--- config.mk ---
export PLATFORM = sky130hd
export DESIGN_NAME = emblem_sprite_engine_flat
export DESIGN_NICKNAME = d
export VERILOG_FILES = /design/src/rtl/emblem_sprite_engine_pkg.sv /design/src/rtl/emblem_sprite_engine_if.sv /design/src/rtl/emblem_sprite_engine_rom.sv /design/src/rtl/emblem_sprite_engine.sv /design/src/flat_wrapper.sv
export SDC_FILE = /design/constraint.sdc
export NUM_CORES = 1
export LEC_CHECK = 0
export BUFFER_PORTS_ARGS = -buffer_cell sky130_fd_sc_hd__buf_2
export CORE_UTILIZATION = 60
export CTS_CLUSTER_DIAMETER = 60
export DETAILED_ROUTE_END_ITERATION = 16
export GPL_ROUTABILITY_DRIVEN = 0
export PLACE_DENSITY = 0.75
export SETUP_SLACK_MARGIN = 0.02
export SLEW_MARGIN = 20
export SYNTH_ARGS = -nofsm -noshare
export SYNTH_HDL_FRONTEND = slang
export SYNTH_SLANG_ARGS = --single-unit
--- constraint.sdc ---
create_clock -name clk -period 22.1 [get_ports clk]
set_input_delay 3.315 -clock clk [delete_from_list [all_inputs] [get_ports clk]]
set_output_delay 3.315 -clock clk [all_outputs]
set_load 0.05 [all_outputs]
--- src/rtl/emblem_sprite_engine_pkg.sv ---
// Shared types and constants for the emblem sprite engine: RGB222 colours,
// the per-sprite configuration record, the commit FSM encoding and a span helper.
package emblem_pkg;

    localparam logic [5:0] BLACK = 6'b00_00_00;
    localparam logic [5:0] GOLD  = 6'b11_10_00;
    localparam logic [5:0] RED   = 6'b11_00_00;
    localparam logic [5:0] WHITE = 6'b11_11_11;

    typedef struct packed {
        logic [9:0] x;
        logic [9:0] y;
        logic [5:0] color;
        logic       en;
        logic       blink;
    } spr_cfg_t;

    typedef enum logic [0:0] {
        IDLE   = 1'b0,
        COMMIT = 1'b1
    } commit_state_t;

    // True when pos lies in [origin, origin+len). Done in 11 bits so a sprite
    // near column/row 1023 is clipped instead of wrapping back to 0.
    function automatic logic in_span(input logic [9:0]  pos,
                                     input logic [9:0]  origin,
                                     input logic [10:0] len);
        logic [10:0] span_end;
        span_end = {1'b0, origin} + len;
        return ({1'b0, pos} >= {1'b0, origin}) && ({1'b0, pos} < span_end);
    endfunction

endpackage

--- src/rtl/emblem_sprite_engine_if.sv ---
// Raster, configuration handshake and overlay output bundle of the sprite engine.
// The master drives raster and config; the slave (the engine) answers with
// cfg_ready and the overlay pixel.
interface emblem_sprite_engine_if;

    logic [9:0] x;
    logic [9:0] y;
    logic       active;
    logic       frame_start;

    logic       cfg_valid;
    logic       cfg_ready;
    logic [1:0] cfg_sel;
    logic [9:0] cfg_x;
    logic [9:0] cfg_y;
    logic [5:0] cfg_color;
    logic       cfg_en;
    logic       cfg_blink;

    logic       draw;
    logic [5:0] rgb;

    modport master (
        output x, y, active, frame_start,
        output cfg_valid, cfg_sel, cfg_x, cfg_y, cfg_color, cfg_en, cfg_blink,
        input  cfg_ready, draw, rgb
    );

    modport slave (
        input  x, y, active, frame_start,
        input  cfg_valid, cfg_sel, cfg_x, cfg_y, cfg_color, cfg_en, cfg_blink,
        output cfg_ready, draw, rgb
    );

endinterface

--- src/rtl/emblem_sprite_engine_rom.sv ---
// Combinational sprite bitmap store. Each sprite id has its own pattern; bit [c]
// of the row word is the pixel in column c (LSB = leftmost). Rows outside the
// bitmap height read as all zeros.
module emblem_sprite_rom #(
    parameter int SPR_W = 48,
    parameter int SPR_H = 45
) (
    input  logic [1:0]       i_id,
    input  logic [5:0]       i_row,
    output logic [SPR_W-1:0] o_word
);

    logic [5:0] w_col;

    // Build the row word column by column from the per-id pattern.
    always_comb begin
        o_word = '0;
        w_col  = 6'd0;
        if ({1'b0, i_row} < 7'(SPR_H)) begin
            for (int c = 0; c < SPR_W; c++) begin
                w_col = 6'(c);
                case (i_id)
                    2'd0:    o_word[c] = (i_row[0] == w_col[0]);
                    2'd1:    o_word[c] = ~w_col[1];
                    2'd2:    o_word[c] = w_col[0] | i_row[1];
                    default: o_word[c] = 1'b1;
                endcase
            end
        end else begin
            o_word = '0;
        end
    end

endmodule

--- src/rtl/emblem_sprite_engine.sv ---
// Multi-sprite overlay: shadow/live config banks with a per-frame commit FSM,
// a frame counter for blinking, and a two-stage hit/lookup pipeline.
module emblem_sprite_engine
    import emblem_pkg::*;
#(
    parameter int N_SPR      = 3,
    parameter int SPR_W      = 48,
    parameter int SPR_H      = 45,
    parameter int SCALE_LOG2 = 0,
    parameter int BLINK_BIT  = 5
) (
    input logic                  clk,
    input logic                  rst,
    emblem_sprite_engine_if.slave bus
);

    localparam logic [1:0]  LAST_IDX = 2'(N_SPR - 1);
    localparam logic [10:0] HIT_W    = 11'(SPR_W << SCALE_LOG2);
    localparam logic [10:0] HIT_H    = 11'(SPR_H << SCALE_LOG2);

    // Commit FSM and frame counter
    commit_state_t      r_state;
    commit_state_t      w_state_nxt;
    logic [1:0]         r_idx;
    logic [1:0]         w_idx_nxt;
    logic               w_fcnt_inc;
    logic [BLINK_BIT:0] r_frame_cnt;
    logic               r_cfg_ready;
    logic               w_cfg_hs;
    spr_cfg_t           w_cfg_in;

    // Config banks
    spr_cfg_t r_shadow [N_SPR];
    spr_cfg_t r_live   [N_SPR];

    // Stage 1
    logic [N_SPR-1:0] w_hit;
    logic [5:0]       w_col [N_SPR];
    logic [5:0]       w_row [N_SPR];
    logic [N_SPR-1:0] r_s1_hit;
    logic [5:0]       r_s1_col   [N_SPR];
    logic [5:0]       r_s1_row   [N_SPR];
    logic [5:0]       r_s1_color [N_SPR];
    logic             r_s1_active;

    // Stage 2
    logic [SPR_W-1:0] w_rom_word [N_SPR];
    logic [N_SPR-1:0] w_lit;
    logic             w_draw;
    logic [5:0]       w_rgb;
    logic             r_draw;
    logic [5:0]       r_rgb;

    assign w_cfg_hs = bus.cfg_valid & r_cfg_ready;
    assign w_cfg_in = {bus.cfg_x, bus.cfg_y, bus.cfg_color, bus.cfg_en, bus.cfg_blink};

    assign bus.cfg_ready = r_cfg_ready;
    assign bus.draw      = r_draw;
    assign bus.rgb       = r_rgb;

    // Commit FSM next state: frame_start in IDLE launches one copy per slot.
    always_comb begin
        w_state_nxt = r_state;
        w_idx_nxt   = r_idx;
        w_fcnt_inc  = 1'b0;
        case (r_state)
            IDLE: begin
                if (bus.frame_start) begin
                    w_state_nxt = COMMIT;
                    w_idx_nxt   = 2'd0;
                    w_fcnt_inc  = 1'b1;
                end else begin
                    w_state_nxt = IDLE;
                    w_idx_nxt   = 2'd0;
                end
            end
            COMMIT: begin
                if (r_idx == LAST_IDX) begin
                    w_state_nxt = IDLE;
                    w_idx_nxt   = 2'd0;
                end else begin
                    w_state_nxt = COMMIT;
                    w_idx_nxt   = r_idx + 2'd1;
                end
            end
            default: begin
                w_state_nxt = IDLE;
                w_idx_nxt   = 2'd0;
            end
        endcase
    end

    // FSM state, copy index, ready flag and frame counter registers.
    always_ff @(posedge clk or posedge rst) begin
        if (rst) begin
            r_state     <= IDLE;
            r_idx       <= 2'd0;
            r_cfg_ready <= 1'b1;
            r_frame_cnt <= '0;
        end else begin
            r_state     <= w_state_nxt;
            r_idx       <= w_idx_nxt;
            r_cfg_ready <= (w_state_nxt == IDLE);
            if (w_fcnt_inc) begin
                r_frame_cnt <= r_frame_cnt + (BLINK_BIT + 1)'(1);
            end else begin
                r_frame_cnt <= r_frame_cnt;
            end
        end
    end

    // Shadow bank takes handshakes (out-of-range slots drop); live bank is
    // loaded one slot per COMMIT cycle so the raster never sees a torn update.
    always_ff @(posedge clk or posedge rst) begin
        if (rst) begin
            for (int s = 0; s < N_SPR; s++) begin
                r_shadow[s] <= '0;
                r_live[s]   <= '0;
            end
        end else begin
            for (int s = 0; s < N_SPR; s++) begin
                if (w_cfg_hs && (bus.cfg_sel == 2'(s))) begin
                    r_shadow[s] <= w_cfg_in;
                end else begin
                    r_shadow[s] <= r_shadow[s];
                end
                if ((r_state == COMMIT) && (r_idx == 2'(s))) begin
                    r_live[s] <= r_shadow[s];
                end else begin
                    r_live[s] <= r_live[s];
                end
            end
        end
    end

    // Per-slot visibility, clipped hit window and scaled bitmap offsets.
    always_comb begin
        for (int s = 0; s < N_SPR; s++) begin
            w_col[s] = 6'(({1'b0, bus.x} - {1'b0, r_live[s].x}) >> SCALE_LOG2);
            w_row[s] = 6'(({1'b0, bus.y} - {1'b0, r_live[s].y}) >> SCALE_LOG2);
            w_hit[s] = r_live[s].en
                     & ~(r_live[s].blink & r_frame_cnt[BLINK_BIT])
                     & in_span(bus.x, r_live[s].x, HIT_W)
                     & in_span(bus.y, r_live[s].y, HIT_H);
        end
    end

    // Stage 1 registers: hit, offsets, colour snapshot and active flag.
    always_ff @(posedge clk or posedge rst) begin
        if (rst) begin
            r_s1_hit    <= '0;
            r_s1_active <= 1'b0;
            for (int s = 0; s < N_SPR; s++) begin
                r_s1_col[s]   <= 6'd0;
                r_s1_row[s]   <= 6'd0;
                r_s1_color[s] <= BLACK;
            end
        end else begin
            r_s1_hit    <= w_hit;
            r_s1_active <= bus.active;
            for (int s = 0; s < N_SPR; s++) begin
                r_s1_col[s]   <= w_col[s];
                r_s1_row[s]   <= w_row[s];
                r_s1_color[s] <= r_live[s].color;
            end
        end
    end

    for (genvar g = 0; g < N_SPR; g++) begin : g_rom
        emblem_sprite_rom #(
            .SPR_W (SPR_W),
            .SPR_H (SPR_H)
        ) u_rom (
            .i_id   (2'(g)),
            .i_row  (r_s1_row[g]),
            .o_word (w_rom_word[g])
        );
    end

    // Stage 2 lookup: lowest-index slot with a set bitmap bit wins.
    always_comb begin
        w_lit  = '0;
        w_draw = 1'b0;
        w_rgb  = BLACK;
        for (int s = 0; s < N_SPR; s++) begin
            w_lit[s] = r_s1_active & r_s1_hit[s] & w_rom_word[s][r_s1_col[s]];
        end
        for (int s = 0; s < N_SPR; s++) begin
            w_rgb  = (w_lit[s] && !w_draw) ? r_s1_color[s] : w_rgb;
            w_draw = w_draw | w_lit[s];
        end
    end

    // Stage 2 registers: the overlay outputs.
    always_ff @(posedge clk or posedge rst) begin
        if (rst) begin
            r_draw <= 1'b0;
            r_rgb  <= BLACK;
        end else begin
            r_draw <= w_draw;
            r_rgb  <= w_rgb;
        end
    end

endmodule

--- src/flat_wrapper.sv ---
// flat-port wrapper written by rule: the top's interface ports become plain ports
module emblem_sprite_engine_flat import emblem_pkg::*;
#(
    parameter int N_SPR      = 3,
    parameter int SPR_W      = 48,
    parameter int SPR_H      = 45,
    parameter int SCALE_LOG2 = 0,
    parameter int BLINK_BIT  = 5
)
  (clk, rst, bus_x, bus_y, bus_active, bus_frame_start, bus_cfg_valid, bus_cfg_sel, bus_cfg_x, bus_cfg_y, bus_cfg_color, bus_cfg_en, bus_cfg_blink, bus_cfg_ready, bus_draw, bus_rgb);
  emblem_sprite_engine_if bus_i ();
  input logic clk;
  input logic rst;
  input wire logic [$bits(bus_i.x)-1:0] bus_x;
  input wire logic [$bits(bus_i.y)-1:0] bus_y;
  input wire logic [$bits(bus_i.active)-1:0] bus_active;
  input wire logic [$bits(bus_i.frame_start)-1:0] bus_frame_start;
  input wire logic [$bits(bus_i.cfg_valid)-1:0] bus_cfg_valid;
  input wire logic [$bits(bus_i.cfg_sel)-1:0] bus_cfg_sel;
  input wire logic [$bits(bus_i.cfg_x)-1:0] bus_cfg_x;
  input wire logic [$bits(bus_i.cfg_y)-1:0] bus_cfg_y;
  input wire logic [$bits(bus_i.cfg_color)-1:0] bus_cfg_color;
  input wire logic [$bits(bus_i.cfg_en)-1:0] bus_cfg_en;
  input wire logic [$bits(bus_i.cfg_blink)-1:0] bus_cfg_blink;
  output wire logic [$bits(bus_i.cfg_ready)-1:0] bus_cfg_ready;
  output wire logic [$bits(bus_i.draw)-1:0] bus_draw;
  output wire logic [$bits(bus_i.rgb)-1:0] bus_rgb;
  assign bus_i.x = bus_x;
  assign bus_i.y = bus_y;
  assign bus_i.active = bus_active;
  assign bus_i.frame_start = bus_frame_start;
  assign bus_i.cfg_valid = bus_cfg_valid;
  assign bus_i.cfg_sel = bus_cfg_sel;
  assign bus_i.cfg_x = bus_cfg_x;
  assign bus_i.cfg_y = bus_cfg_y;
  assign bus_i.cfg_color = bus_cfg_color;
  assign bus_i.cfg_en = bus_cfg_en;
  assign bus_i.cfg_blink = bus_cfg_blink;
  assign bus_cfg_ready = bus_i.cfg_ready;
  assign bus_draw = bus_i.draw;
  assign bus_rgb = bus_i.rgb;
  emblem_sprite_engine #(.N_SPR(N_SPR), .SPR_W(SPR_W), .SPR_H(SPR_H), .SCALE_LOG2(SCALE_LOG2), .BLINK_BIT(BLINK_BIT)) u_core (.clk(clk), .rst(rst), .bus(bus_i));
endmodule
==> results.txt, run 1 <==
The flow ran to the end, and the final reports show no timing, DRC or antenna violations. The count of synthesis-stage warnings from yosys was 0. The post-synth net total is 1194, and the highest ir drop seen on vdd is 0.0865 mV. At the end of the flow, the number of nets in the layout was 1272. Entering global routing, the biggest net connects 153 pins.

At the pin with the least slew margin, the transition time is 0.768 ns. The run gives 5 as the first-pass iteration count of the detailed router. TritonCTS built the clock tree.

Row generation in the floorplan step produced 50 rows. The number of antenna diodes in the final layout is 0. The clock passes through at most 3 buffers. The data required time of the worst path was 22.52 ns.

Clock-pin slew was measured on the worst setup and hold paths at 0.06 ns. The tools report the number of clock buffers inserted by TritonCTS as 27. The min-delay analysis places its worst path in the category flop to flop.

Sorting the synthesized cells by how often they occur yields sky130_fd_sc_hd__dfrtp_1, sky130_fd_sc_hd__mux2_2, sky130_fd_sc_hd__ha_1. The library cell used as clock root buffer is sky130_fd_sc_hd__clkbuf_16. The number of antenna violations at the first check in global routing is 2, and the post-route clock period utilization is 0.215. For the headroom to the max-slew limit, the log shows 0.488. The average instance in the mapped netlist occupies 11.5 sq um. The flip-flop and latch count after synthesis works out to 234. Wires add up to 25200 um.

The combinational share of power was 0.376. After synthesis the cells add up to 11800 sq um. For the number of max-slew violations in the final report, the log shows 0. For this run, the slowest stage of the critical path takes 0.44 ns.

For the setup fix buffers added after clock tree synthesis, the log shows 0. The final instance area is 13200 sq um, and the total number of clock tree sinks is 234. The critical path goes through buf_2 -> inv_1 -> ha_1 -> fa_1 -> nor2b_1 -> o21ai_0 -> nand2b_1 -> a2111oi_0 -> o21ai_0 -> and4b_1.

The first-pass GRT wire length came out at 40900 um. For this run, the top clock speed supported by timing is 210 MHz. Dividing total power by cell area gives a power density of 140 nW/um^2. The proportion of total power due to net switching was 0.359. In the routed design, unresolved DRC markers number 0. In the synthesized netlist, the number of instances is 1018. The count of distinct cell types in the synthesized netlist was 51; the data arrival time at the worst-slack endpoint was 5.18 ns. After legalization and detailed placement, the total HPWL measured 17900 um. The critical path is of the input port to flop type. The sequential cell fraction of total power was 0.400. The most common cell in the synthesized netlist is sky130_fd_sc_hd__dfrtp_1. Post-route worst setup slack: 17.34 ns. Post-CTS repair changed the size of 0 cells.

The logs give 0.0130 ns for the final setup skew and 0 for the count of max-cap constraint violations. At the placement stage, the worst setup path has a slack of 16.80 ns. The tools report the startpoint class of the critical path as an input port.

The die is 142 um wide. The switching component of the power is 0.665 mW, and the via density per instance is 5.69. For the area of the die, the log shows 20200 sq um. The setup total negative slack is 0 ns, and the leakage dissipation is 6.30 nW. The initial core utilization was 0.620; the register area share after synthesis was 0.498.

Setup repair after global routing left no endpoint under its margin. The fraction of synthesized cell area taken by the top area cell type is 0.496. The hold-fix buffer count after cts is 0, and the maximum level of the CTS H-tree is 1. For the number of global-route vias before repair, the log shows 7967.

The clock period minus final worst setup slack was 4.76 ns. The share of post-route cells with drive strength above 1 is 0.215. The slowest stage of the critical path belongs to the cell sky130_fd_sc_hd__a2111oi_0. Of all cell types, the one taking the most synthesized area is sky130_fd_sc_hd__dfrtp_1. The run gives 0 as the count of endpoints failing setup in the final report.

The final number of hold-violating endpoints was 0; the area added between synthesis and finish was 12.5%. The chip height came out at 142 um. The synthesized design contains 0 enable-type register cells. The share of flip-flops with an asynchronous set or reset was 1.00. The most prevalent standard cell on the critical path was sky130_fd_sc_hd__o21ai_0.

The tools report the type of destination of the critical path as a flop. At the later pin of the worst-skew pair, clock insertion delay measures 0.53 ns. The run gives 1.86 mW as the total power consumption of the routed design.

Of all nets on the critical path, the largest fanout is 6. In the final routed layout, each cell accounts on average for 18.3 um. Input and output buffers added on the ports amount to 62.

The number of nets still failing antenna checks after routing was 0; the number of top-level design ports was 63. The share of total power in the clock network was 0.224. Summing all placed instances gives a cell area of 12400 sq um. The internal power is 1.19 mW. Leading register cell type out of synthesis: sky130_fd_sc_hd__dfrtp_1. For this block, the initial DRC count from the detailed router was 468. For the utilization of the core after routing, the log shows 0.697. For this run the aggregate overflow at the end of global routing stands at 0.

The global-route usage over all layers is 0.264, and the area of the core region is 19000 sq um. By area the synthesized netlist is led by sky130_fd_sc_hd__dfrtp_1, sky130_fd_sc_hd__ha_1, sky130_fd_sc_hd__mux2_2, sky130_fd_sc_hd__o21ai_0, sky130_fd_sc_hd__xnor2_1. The run gives 7814 as the count of vias placed by the detailed router.
-- flip-flops by register name, summed over array words and instances (netlist names) --
signal,count
u_core.r_s1_col,9
u_core.bus.cfg_ready,1
u_core.r_live,84
u_core.r_s1_hit,3
u_core.r_frame_cnt,6
u_core.r_s1_row,18
u_core.r_idx,2
u_core.r_s1_active,1
u_core.r_state,1
u_core.r_s1_color,18
u_core.bus.rgb,6
u_core.bus.draw,1
u_core.r_shadow,84
-- power groups by stage --
| stage | clock (mW) | sequential [mW] | combinational, mW |
|---|---|---|---|
| after global routing | 0.441 | 0.765 | 0.784 |
| final | 0.416 | 0.742 | 0.697 |
| after global placement | 0 | 0.738 | 0.665 |
| after CTS | 0.423 | 0.741 | 0.699 |
| after floorplan | 0 | 0.714 | 0.530 |
| after detailed placement | 0 | 0.747 | 0.690 |
-- path summary, 6_finish.rpt --
| path | start | end | slack, ns | cells past startpoint |
|---|---|---|---|---|
| max in group asynchronous | rst | u_core.r_s1_row[1]$_DFF_PP0_ | 17.94 | 3 |
| worst min-delay path | u_core.r_live[3]$_DFFE_PP0P_ | u_core.r_s1_color[1]$_DFF_PP0_ | 0.37 | 0 |
| worst max-delay path | bus_y[0] | u_core.r_s1_hit[2]$_DFF_PP0_ | 17.34 | 10 |
| worst max register to register | u_core.r_live[64]$_DFFE_PP0P_ | u_core.r_s1_hit[0]$_DFF_PP0_ | 19.27 | 11 |
| min in group asynchronous | rst | u_core.r_shadow[59]$_DFFE_PP0P_ | 2.90 | 2 |
| worst min register to register | u_core.r_live[3]$_DFFE_PP0P_ | u_core.r_s1_color[1]$_DFF_PP0_ | 0.37 | 0 |
-- placed cells by master, fill, tap and decap left out, types with 3 or more instances in the layout --
cell	instances
sky130_fd_sc_hd__dfrtp_1	233
sky130_fd_sc_hd__a211oi_1	4
sky130_fd_sc_hd__clkbuf_16	27
sky130_fd_sc_hd__xnor2_1	41
sky130_fd_sc_hd__nand3_1	9
sky130_fd_sc_hd__clkbuf_8	4
sky130_fd_sc_hd__o2111ai_1	9
sky130_fd_sc_hd__o21ai_0	78
sky130_fd_sc_hd__fa_1	6
sky130_fd_sc_hd__a22oi_1	6
sky130_fd_sc_hd__o21a_1	7
sky130_fd_sc_hd__a21o_1	14
sky130_fd_sc_hd__inv_1	82
sky130_fd_sc_hd__clkinv_4	3
sky130_fd_sc_hd__buf_2	62
sky130_fd_sc_hd__mux2_2	122
sky130_fd_sc_hd__nor3_1	4
sky130_fd_sc_hd__nor2b_1	10
sky130_fd_sc_hd__o211a_1	3
sky130_fd_sc_hd__nand2_1	91
sky130_fd_sc_hd__a31oi_1	4
sky130_fd_sc_hd__or4_1	3
sky130_fd_sc_hd__nand4_1	5
sky130_fd_sc_hd__o221ai_1	3
sky130_fd_sc_hd__xor2_1	14
sky130_fd_sc_hd__nand2b_1	14
sky130_fd_sc_hd__buf_4	6
sky130_fd_sc_hd__a2111oi_0	3
sky130_fd_sc_hd__a21oi_1	47
sky130_fd_sc_hd__clkinv_2	3
sky130_fd_sc_hd__and2_1	3
sky130_fd_sc_hd__ha_1	115
sky130_fd_sc_hd__nor2_1	32
sky130_fd_sc_hd__clkbuf_1	5
sky130_fd_sc_hd__o211ai_1	4
sky130_fd_sc_hd__nor4_1	5
-- worst max-delay path: cells and delay by family --
family | cells | cell delay (ns)
compound gates | 3 | 0.74
fa+ha+maj | 2 | 0.47
buf+inv | 2 | 0.28
simple gates | 3 | 0.37
-- cells by family (layout without fill, tap and decap cells) --
| family | count (synthesis) | after routing | share of synthesized area |
|---|---|---|---|
| AO/OA/AOI/OAI | 193 | 193 | 0.101 |
| adder cells (fa/ha/maj) | 121 | 121 | 0.133 |
| buffers and inverters | 103 | 199 | 0.0339 |
| AND/OR/NAND/NOR | 190 | 190 | 0.0763 |
| XOR/XNOR | 55 | 55 | 0.0410 |
| multiplexers | 122 | 122 | 0.117 |
| flip-flops | 234 | 234 | 0.498 |
-- stage by stage --
stage | std cells | hold WS, ns
after CTS | 1374 | 0.368
final | 1374 | 0.369
after global placement | 1327 | 0.355
after global routing | 1374 | 0.377
after floorplan | 1018 | 0.349
after detailed placement | 1327 | 0.360
-- layout make-up --
class                   instances  area (sq um)
clock buffers                  36           749
clock inverters                11          87.6
fillers                      1396          5740
inverters                      83           324
multi-input cells             681          5510
flip-flops and latches        234          5860
well taps                     260           325
repair buffers                 69           367
-- metal layers --
metal | GRT usage | vias up | share of wire
met2 | 0.428 | 145 | 0.46
li1 | - | 3729 | -
met3 | 0.0410 | 35 | 0.043
met1 | 0.373 | 3905 | 0.48
met4 | 0.0685 | 0 | 0.018
met5 | 0 | - | 0
Note: power is estimated with default switching activity, not from simulation.
==> inputs of run 2 (changes only) <==
clock period = 4.9 ns   (was 22.1 ns; I/O delays follow)
==> run 2 against run 1 <==
  * Largest power group unchanged
  * Sequential share of layout area is essentially flat
  * Worst setup slack got worse by 15 ns
  * Flip-flop and latch count unchanged
  * Utilization about the same
  * Critical endpoint is now u_core.r_s1_hit[0]$_DFF_PP0_
==> results.txt, run 2 (same netlist as run 1, synthesis figures left out) <==
Detail-routed net length per standard cell: 18.1 um (-0.95%). Final setup skew: 0.0154 ns (+0.00242 ns). The detailed-placement wirelength estimate is 17700 um (-1.2%), and the number of nets in the final layout is 1272 (unchanged).

The global-route usage over all layers came out at 0.265 (+0.000983). The hold-fix buffer count after cts is 0 (unchanged), and the post-cts gate resize count is 0 (unchanged). The proportion of total power due to net switching came out at 0.352 (-0.00620). The library cells used most frequently in the layout, excluding fill and tap cells, are sky130_fd_sc_hd__dfrtp_1, sky130_fd_sc_hd__mux2_2, sky130_fd_sc_hd__ha_1.

The number of DRC violations after detailed routing came out at 0 (unchanged). The number of nets still failing antenna checks after routing is 0 (unchanged), and the number of global-route vias before repair is 8044 (+0.97%). The count of max-cap constraint violations came out at 0 (unchanged). The count of vias placed by the detailed router is 7791 (-0.29%), and the chip height is 142 um (unchanged).

The tools report the number of max-slew violations in the final report as 0 (unchanged). The run gives 5.37 mW (+350%) as the internal power. The switching component of the power is 2.92 mW (+340%), and the maximum number of buffers from clock root to sink is 3 (unchanged).

The total number of clock tree sinks came out at 234 (unchanged). For this run, the top clock speed supported by timing is 370 MHz. The number of cells on the worst reg-to-reg path works out to 11 (unchanged). The logs give 0 (unchanged) for the final number of hold-violating endpoints and 0 (unchanged) for the count of endpoints failing setup in the final report. The tools report the met1 routed wirelength after detailed routing as 11400 um (-5.1%). The largest driver fanout on the critical path was 4 (-2); the pin count of the biggest net entering global routing was 191 (+25%). The logs give 0 (unchanged) for the count of inserted antenna diode cells and 13200 sq um (about the same) for the final instance area. The register clock-pin slew on the reported worst setup and hold paths came out at 0.06 ns (about the same). The post-route clock period utilization is 0.551, and the post-placement cell area is 12400 sq um (+0.13%). The path category of the worst min-delay check was input port to asynchronous set/reset pin. The number of clock buffers inserted by TritonCTS is 25 (-7.4%).

The width of the chip was 142 um (unchanged). The run gives 0.620 (unchanged) as the initial core utilization. The most common library cell in the layout ignoring fill and taps is sky130_fd_sc_hd__dfrtp_1. Measured slew at the worst slew-check pin: 0.992 ns (+0.224 ns). The area added between synthesis and finish was 12.5% (about the same).

Number of top-level design ports: 63 (unchanged). Highest layer used for signal routing: met4. The worst setup path is launched from a flop.

STA classifies the critical path endpoint as a flop. The headroom to the max-slew limit is 0.338 (-0.150). The area of the core region is 19000 sq um (unchanged), and the sequential cell fraction of total power is 0.405 (+0.005). The highest ir drop seen on vdd came out at 0.428 mV (+390%). The largest registers in the layout are u_core.r_live x84, u_core.r_shadow x84.

TritonCTS built the clock tree. The tools report the area of the die as 20200 sq um (unchanged). The logs give 0.374 (-0.002) for the combinational share of power and 41000 um (+0.27%) for the first-pass GRT wire length.

The tools report the total overflow reported by the global router as 0 (unchanged). The via density per instance was 5.67 (-0.37%); the DRC marker count from the first detailed-route iteration was 420 (-10%). The clock period minus final worst setup slack was 2.70 ns; the share of post-route cells with drive strength above 1 was 0.213 (-0.00199). The total number of placement rows is 50 (unchanged). The critical path is of the flop to flop type. The library cell used as clock root buffer was sky130_fd_sc_hd__clkbuf_16. The setup slack on the worst flop-to-flop path came out at 2.20 ns (-17.07 ns). For the setup total negative slack, the log shows 0 ns (unchanged). The critical register-to-register path endpoint is u_core.r_s1_hit[0]$_DFF_PP0_. The run finished with clean final reports.

The worst register-to-register path begins at u_core.r_live[64]$_DFFE_PP0P_. The maximum level of the CTS H-tree came out at 1 (unchanged). The leakage dissipation is 6.30 nW (+0.11%). For the total wire length after detailed routing, the log shows 25000 um (-0.88%).

The data required time of the worst path came out at 5.33 ns (-17.19 ns). The first-pass iteration count of the detailed router is 5 (unchanged). For the clock insertion delay at the later pin of the skew report, the log shows 0.53 ns (about the same). Quantity of I/O buffers inserted on ports: 62 (unchanged). The logs give 0 (unchanged) for the setup fix buffers added after clock tree synthesis and 0.221 (-0.003) for the share of total power in the clock network. The data arrival time at the worst-slack endpoint is 3.13 ns (-2.05 ns), and the routed length on met2 is 11700 um (+0.73%).

Power density of the placed cells: 626 nW/um^2 (+350%). Setup repair after global routing left no endpoint under its margin. The total length of routed met3 wires is 1090 um (unchanged), and the number of antenna violations at the first check in global routing is 0 (-2).
==> run 2: cell types whose count changed in the layout (fill, tap and decap cells not counted), sizes merged <==
cell | previous run | this run
buf | 69 | 71
clkbuf | 36 | 38
inv | 85 | 83
bufinv | 0 | 1
clkinv | 7 | 6
clkinvlp | 2 | 1
==> run 2: per-layer routing <==
layer | GRT usage | up-vias
met5 | 0 | -
li1 | - | 3727
met3 | 0.0367 | 49
met1 | 0.363 | 3861
met2 | 0.437 | 154
met4 | 0.0889 | 0
==> run 2: how the worst max path moves through the flow <==
stage	cells past startpoint	slack, ns	from	end
after floorplan	1	1.10	rst	u_core.bus.draw$_DFF_PP0_
after global placement	10	2.26	bus_y[0]	u_core.r_s1_hit[2]$_DFF_PP0_
after CTS	11	2.19	u_core.r_live[64]$_DFFE_PP0P_	u_core.r_s1_hit[0]$_DFF_PP0_
after detailed placement	10	2.21	bus_y[0]	u_core.r_s1_hit[2]$_DFF_PP0_
after global routing	11	1.96	u_core.r_live[65]$_DFFE_PP0P_	u_core.r_s1_hit[0]$_DFF_PP0_
final	11	2.20	u_core.r_live[64]$_DFFE_PP0P_	u_core.r_s1_hit[0]$_DFF_PP0_
==> run 2: per-stage QoR <==
step,std cells,utilization,hold WS (ns),setup WS [ns],total power [mW]
finish,1375,0.698,0.262,2.20,8.29
global route,1375,0.698,0.284,1.96,8.91
CTS,1374,0.696,0.310,2.19,8.33
detailed placement,1328,0.654,0.359,2.21,6.45
global placement,1328,0.654,0.355,2.26,6.31
floorplan,1018,-,0.349,1.10,5.61
==> run 2: final cells by class <==
class	instances	area [sq um]
Sequential cell	234	5860
Fill cell	1411	5730
Multi-Input combinational cell	681	5510
Clock buffer	38	724
Timing Repair Buffer	71	410
Tap cell	260	325
Inverter	83	315
Clock inverter	8	83.8
==> run 2: power by group through the flow <==
| stage | Clock, mW | Sequential [mW] | Combinational [mW] |
|---|---|---|---|
| 2_1_floorplan | 0 | 3.22 | 2.39 |
| 3_3_place_gp | 0 | 3.34 | 2.97 |
| 3_5_place_dp | 0 | 3.38 | 3.08 |
| 4_1_cts | 1.87 | 3.35 | 3.11 |
| 5_1_grt | 1.95 | 3.46 | 3.50 |
| 6_report | 1.83 | 3.35 | 3.10 |
==> run 2: critical path, stage by stage, from the launching register on <==
cell	delay, ns
sky130_fd_sc_hd__dfrtp_1	0.42
sky130_fd_sc_hd__ha_1	0.24
sky130_fd_sc_hd__or3_1	0.36
sky130_fd_sc_hd__a21oi_1	0.32
sky130_fd_sc_hd__nor3_1	0.11
sky130_fd_sc_hd__xnor2_1	0.14
sky130_fd_sc_hd__ha_1	0.29
sky130_fd_sc_hd__o211ai_1	0.11
sky130_fd_sc_hd__o21ai_0	0.13
sky130_fd_sc_hd__a21oi_1	0.13
sky130_fd_sc_hd__nor2_1	0.08
sky130_fd_sc_hd__nor4b_1	0.26
